**config.mk**
```make
export PLATFORM = sky130hd
export DESIGN_NAME = axi_rd_arbiter
export DESIGN_NICKNAME = d
export VERILOG_FILES = /design/src/rtl/axi_rd_arbiter.sv
export SDC_FILE = /design/constraint.sdc
export NUM_CORES = 1
export LEC_CHECK = 0
export CORE_ASPECT_RATIO = 0.9
export CORE_UTILIZATION = 42
export DETAILED_ROUTE_END_ITERATION = 12
export GPL_TIMING_DRIVEN = 0
export HOLD_SLACK_MARGIN = 0.12
export PLACE_DENSITY = 0.85
export SYNTH_ARGS = -nofsm -noshare
export SYNTH_HDL_FRONTEND = slang
export SYNTH_SLANG_ARGS = --single-unit
```
**constraint.sdc**
```tcl
create_clock -name clk -period 3.1 [get_ports clk]
set_input_delay 0.62 -clock clk [delete_from_list [all_inputs] [get_ports clk]]
set_output_delay 0.62 -clock clk [all_outputs]
set_load 0.005 [all_outputs]
```
**src/rtl/axi_rd_arbiter.sv**
```systemverilog
// Shares one AXI read channel between instruction fetch and data load, one transaction outstanding.
// Optional macro ARB_RR_EN: round-robin arbitration; otherwise fixed priority, data over inst.
module axi_rd_arbiter #(
    parameter logic [3:0] INST_ID = 4'h0,
    parameter logic [3:0] DATA_ID = 4'h1
) (
    input  logic        clk,
    input  logic        rst,
    input  logic        inst_req,
    input  logic [31:0] inst_addr,
    input  logic        inst_flush,
    output logic [31:0] inst_rdata,
    output logic        inst_rvalid,
    input  logic        data_req,
    input  logic [31:0] data_addr,
    input  logic [2:0]  data_size,
    output logic [31:0] data_rdata,
    output logic        data_rvalid,
    output logic        busy,
    output logic [3:0]  arid,
    output logic [31:0] araddr,
    output logic [7:0]  arlen,
    output logic [2:0]  arsize,
    output logic [1:0]  arburst,
    output logic        arvalid,
    input  logic        arready,
    input  logic [3:0]  rid,
    input  logic [31:0] rdata,
    input  logic [1:0]  rresp,
    input  logic        rlast,
    input  logic        rvalid,
    output logic        rready
);

    typedef enum logic [2:0] {IDLE, AR_INST, AR_DATA, R_INST, R_DATA} state_e;

    state_e      state_q;
    logic [31:0] addr_q;
    logic [2:0]  size_q;
    logic [3:0]  id_q;
    logic        drop_q;
    logic [31:0] inst_rdata_q;
    logic [31:0] data_rdata_q;
    logic        inst_rvalid_q;
    logic        data_rvalid_q;

    logic        inst_elig;
    logic        grant_data;
    logic        grant_inst;
    logic        beat;
    logic [31:0] beat_data;

    // rid carries no information with a single outstanding transaction.
    logic unused_rid;
    assign unused_rid = ^rid;

    // A flush in IDLE removes the fetch from arbitration for that cycle.
    assign inst_elig = inst_req && !inst_flush;

`ifdef ARB_RR_EN
    logic last_grant_q;  // 0 = inst, 1 = data
    assign grant_data = data_req && (!inst_elig || !last_grant_q);
`else
    assign grant_data = data_req;
`endif
    assign grant_inst = inst_elig && !grant_data;

    assign beat      = rvalid && rlast;
    assign beat_data = (rresp == 2'b00) ? rdata : 32'h0;

    always_ff @(posedge clk) begin
        if (rst) begin
            state_q       <= IDLE;
            addr_q        <= '0;
            size_q        <= '0;
            id_q          <= '0;
            drop_q        <= 1'b0;
            inst_rdata_q  <= '0;
            data_rdata_q  <= '0;
            inst_rvalid_q <= 1'b0;
            data_rvalid_q <= 1'b0;
`ifdef ARB_RR_EN
            last_grant_q  <= 1'b0;
`endif
        end else begin
            inst_rvalid_q <= 1'b0;
            data_rvalid_q <= 1'b0;
            case (state_q)
                IDLE: begin
                    drop_q <= 1'b0;
                    if (grant_data) begin
                        state_q <= AR_DATA;
                        addr_q  <= data_addr;
                        size_q  <= data_size;
                        id_q    <= DATA_ID;
`ifdef ARB_RR_EN
                        last_grant_q <= 1'b1;
`endif
                    end else if (grant_inst) begin
                        state_q <= AR_INST;
                        addr_q  <= inst_addr;
                        size_q  <= 3'b010;
                        id_q    <= INST_ID;
`ifdef ARB_RR_EN
                        last_grant_q <= 1'b0;
`endif
                    end
                end
                AR_INST: begin
                    if (inst_flush) drop_q <= 1'b1;
                    if (arready) state_q <= R_INST;
                end
                AR_DATA: begin
                    if (arready) state_q <= R_DATA;
                end
                R_INST: begin
                    if (inst_flush) drop_q <= 1'b1;
                    if (beat) begin
                        state_q <= IDLE;
                        drop_q  <= 1'b0;
                        // A flush on the beat cycle itself also suppresses delivery.
                        if (!drop_q && !inst_flush) begin
                            inst_rdata_q  <= beat_data;
                            inst_rvalid_q <= 1'b1;
                        end
                    end
                end
                R_DATA: begin
                    if (beat) begin
                        state_q       <= IDLE;
                        data_rdata_q  <= beat_data;
                        data_rvalid_q <= 1'b1;
                    end
                end
                default: state_q <= IDLE;
            endcase
        end
    end

    // Handshakes: a transfer occurs on a rising clk edge where valid && ready; arvalid and the AR
    // fields hold stable until arready, and rready is held for the whole R phase.
    assign arvalid     = (state_q == AR_INST) || (state_q == AR_DATA);
    assign rready      = (state_q == R_INST) || (state_q == R_DATA);
    assign busy        = (state_q != IDLE);
    assign arid        = id_q;
    assign araddr      = addr_q;
    assign arsize      = size_q;
    assign arlen       = 8'd0;
    assign arburst     = arvalid ? 2'b01 : 2'b00;
    assign inst_rdata  = inst_rdata_q;
    assign inst_rvalid = inst_rvalid_q;
    assign data_rdata  = data_rdata_q;
    assign data_rvalid = data_rvalid_q;

endmodule
```
==> results of run 1 <==
## sequential cells by signal, indices dropped and copies added (netlist names)
signal       flops
inst_rvalid      1
arid             1
araddr          32
inst_rdata      32
data_rvalid      1
drop_q           1
state_q          3
arsize           3
data_rdata      32
## power breakdown
part           switching [mW]  internal, mW
logic                   0.570         0.727
registers               0.126          1.56
clock network           0.569         0.575
total                    1.26          2.87
## critical path, cell delays in order, from the launching register on
cell and delay [ns]:
dfxtp_1 0.40, clkbuf_1 0.35, nor2b_1 0.29, nand2_1 0.07, o21ai_0 0.10, clkdlybuf4s50_1 0.53
## stage by stage
step / power [mW] / worst slack [ns]
floorplan: 2.25 / 1.39
global placement: 2.96 / 0.728
detailed placement: 3.01 / 0.675
CTS: 4.15 / 0.380
global route: 4.33 / 0.258
finish: 4.13 / 0.400
## synth_stat cells, types with 2 or more instances
| cell | count | area [um^2] |
|---|---|---|
| a21oi_1 | 67 | 335 |
| a211oi_1 | 33 | 248 |
| nand2_1 | 68 | 255 |
| buf_4 | 19 | 143 |
| nand3_1 | 66 | 330 |
| nor2b_1 | 4 | 25.0 |
| nor3_1 | 3 | 15.0 |
| dfxtp_1 | 106 | 2120 |
| buf_2 | 14 | 70.1 |
| nor2_1 | 40 | 150 |
| clkbuf_1 | 25 | 93.8 |
| inv_1 | 3 | 11.3 |
| or3_1 | 2 | 12.5 |
| mux2i_1 | 34 | 340 |
| nand2b_1 | 2 | 12.5 |
| o21ai_0 | 4 | 20.0 |
| a32oi_1 | 2 | 17.5 |
## cell type report
type                    count  share of cell area [%]
clock inverters             7                    1.15
clock buffers               9                    3.24
well taps                 126                    2.27
flip-flops and latches    106                    30.5
inverters                   3                   0.162
multi-input cells         350                    27.6
repair buffers            213                    30.6
plain buffers              58                    4.41
## cells in the final DEF, fill, tap and decap left out, drive strengths merged
cell           instances
o22ai                  1
dfxtp                106
inv                    6
a21oi                 67
and2                   1
buf                   33
nand2                 68
nand4                  1
or3                    2
a211oi                33
o21a                   1
clkdlybuf4s50        213
clkinv                 3
nor2                  40
mux2i                 34
nor3b                  1
xnor2                  1
a32oi                  2
a2bb2oi                1
nand2b                 3
o211ai                 2
clkbuf                34
and4                   1
conb                  12
nor3                   5
clkinvlp               1
nor2b                  4
nand3                 66
o21ai                  4
## routing by layer
| metal | wire, um | global-route usage, % |
|---|---|---|
| met1 | 5500 | 29.6 |
| met2 | 6900 | 47.3 |
| met3 | 1210 | 7.08 |
| met4 | 388 | 10.5 |
| met5 | 0 | 0 |
## path summary, 6_finish.rpt
kind | to | slack (ns) | startpoint
max | rready | 0.40 | state_q[0]$_SDFFE_PP0P_
max reg2reg | inst_rdata[10]$_SDFFE_PP0P_ | 1.29 | state_q[0]$_SDFFE_PP0P_
min | data_rdata[24]$_SDFFE_PP0P_ | 0.46 | data_rdata[24]$_SDFFE_PP0P_
min reg2reg | data_rdata[24]$_SDFFE_PP0P_ | 0.46 | data_rdata[24]$_SDFFE_PP0P_
## cells by family (layout without fill, tap and decap cells)
logic type                Yosys count  in the layout
and+or+nand+nor                   192            192
AOI/OAI and AO/OA                 111            111
DFF                               106            106
buffers and inverters              61            290
muxes                              34             34
other                               1             12
xor gates and xnor gates            1              1
==> run_results.csv, run 1 <==
group,metric,value,unit
outcome,status,"finished clean",
cts,cts_resized,0,
synth,syn_avg_cell_area,8.54,um^2
sta,finalHoldViolations,0,
finish,finalNonFillerCells,872,
synth,synth_top_family_by_area,"simple AND/OR/NAND/NOR gates",
finish,layout.nets,854,
cts,cts_tree,"yes",
synth,synth_ff_type,"dfxtp_1",
global_routing,antenna_found_initial,0,
finish,final_area,0.00696,mm^2
worst_hold_path,holdPathStages,2,
sta,finalCritPeriodShare,87.1,%
floorplanning,start_util,44.0,%
power_and_ir_drop,power.leakage,2.54,nW
setup_path,worstSetupStartpointType,"register",
placement,gp_congestion,0.868,
finish,syn2layout_area_growth,61.0,%
global_routing,grt.overflow.total,0,
placement,dp_hpwl,11.0,mm
cts,clock_latency,0.35,ns
synth,synth_simple_gate_area_share,20.0,%
placement,placed_cells,856,
sta,maxSlewHeadroom,50.1,%
sta,setup_viol,0,
synth,ys_seq_area_share,49.1,%
finish,multi_input_area,0.00192,mm^2
sta,drv_slew,0,
sta,finClkSkew,0.0113,ns
sta,fin_setup_tns,0,ns
synth,synth-compound-area-share,15.3,%
floorplanning,io_pins,231,
cts,cts_max_path_buffers,2,
sta,tightest_slew,0.745,ns
setup_path,worstPathMaxFanout,10,
power_and_ir_drop,ir_drop,0.363,mV
cts,cts.root.buffer_cell,"clkbuf_16",
global_routing,grt_max_degree,22,
routing,vias_per_cell,5.20,
routing,num_vias,4531,
synth,synth_xor_area_share,0.203,%
sta,holdWs,0.458,ns
routing,first_iter_violations,196,
routing,first_pass_iters,4,
worst_hold_path,hold_class,"reg -> reg",
placement,io_buffers,213,
floorplanning,die_y,98.2,um
setup_path,cp_data_required_time,2.48,ns
power_and_ir_drop,power-per-cell-area,594,mW/mm^2
routing,wl_per_cell,16.1,um
placement,placed_cell_area,0.00665,mm^2
synth,netlist_area,0.00432,mm^2
cts,postCtsSetupRepairBufs,0,
setup_path,path_class,"reg -> out",
cts,cts.sinks,106,
cts,cts_made_buffers,9,
setup_path,reg2reg_depth,5,
cts,path_clk_slew,0.07,ns
sta,finalWorstPathRequiredPeriod,2.70,ns
synth,synth_fa_ha_area_share,0,%
sta,max_freq,370,MHz
finish,final_util,70.8,%
synth,synthArstFlopShare,0,%
routing,drcViolationCount,0,
cts,htree_num_levels,3,
routing,antenna_left,0,
sta,rsz0062_at_grt,"no",
finish,seqCellArea,0.00212,mm^2
cts,ctsHoldBuffers,0,
flow_run,cap_violations,0,
synth,ys_ff_latch,106,
floorplanning,dieArea,0.0107,mm^2
setup_path,critical_path_arrival,2.08,ns
synth,synthMuxAreaShare,7.88,%
routing,drt-total-wl,14.0,mm
synth,synthDistinctLibCells,31,
synth,synth_edf_count,0,
finish,diodes,0,
global_routing,grt_pass1_vias,4589,
synth,yosys_warnings,0,
finish,fillers,774,
floorplanning,core_area,0.00983,mm^2
setup_path,worst_setup_path_end_kind,"output pin",
global_routing,gr-usage-all-layers,26.6,%
floorplanning,die-width,109,um
synth,syn_inst,506,
global_routing,grt_pass1_wl,22.3,mm
floorplanning,num_rows,34,
finish,layout-drive-gt1-share,7.10,%
Note: power is estimated with default switching activity, not from simulation.
==> inputs of run 2 (changes only) <==
- CAP_MARGIN: unset -> 25
==> results of run 2 <==
No change in the layout: final DEF, timing and power equal those of run 1.
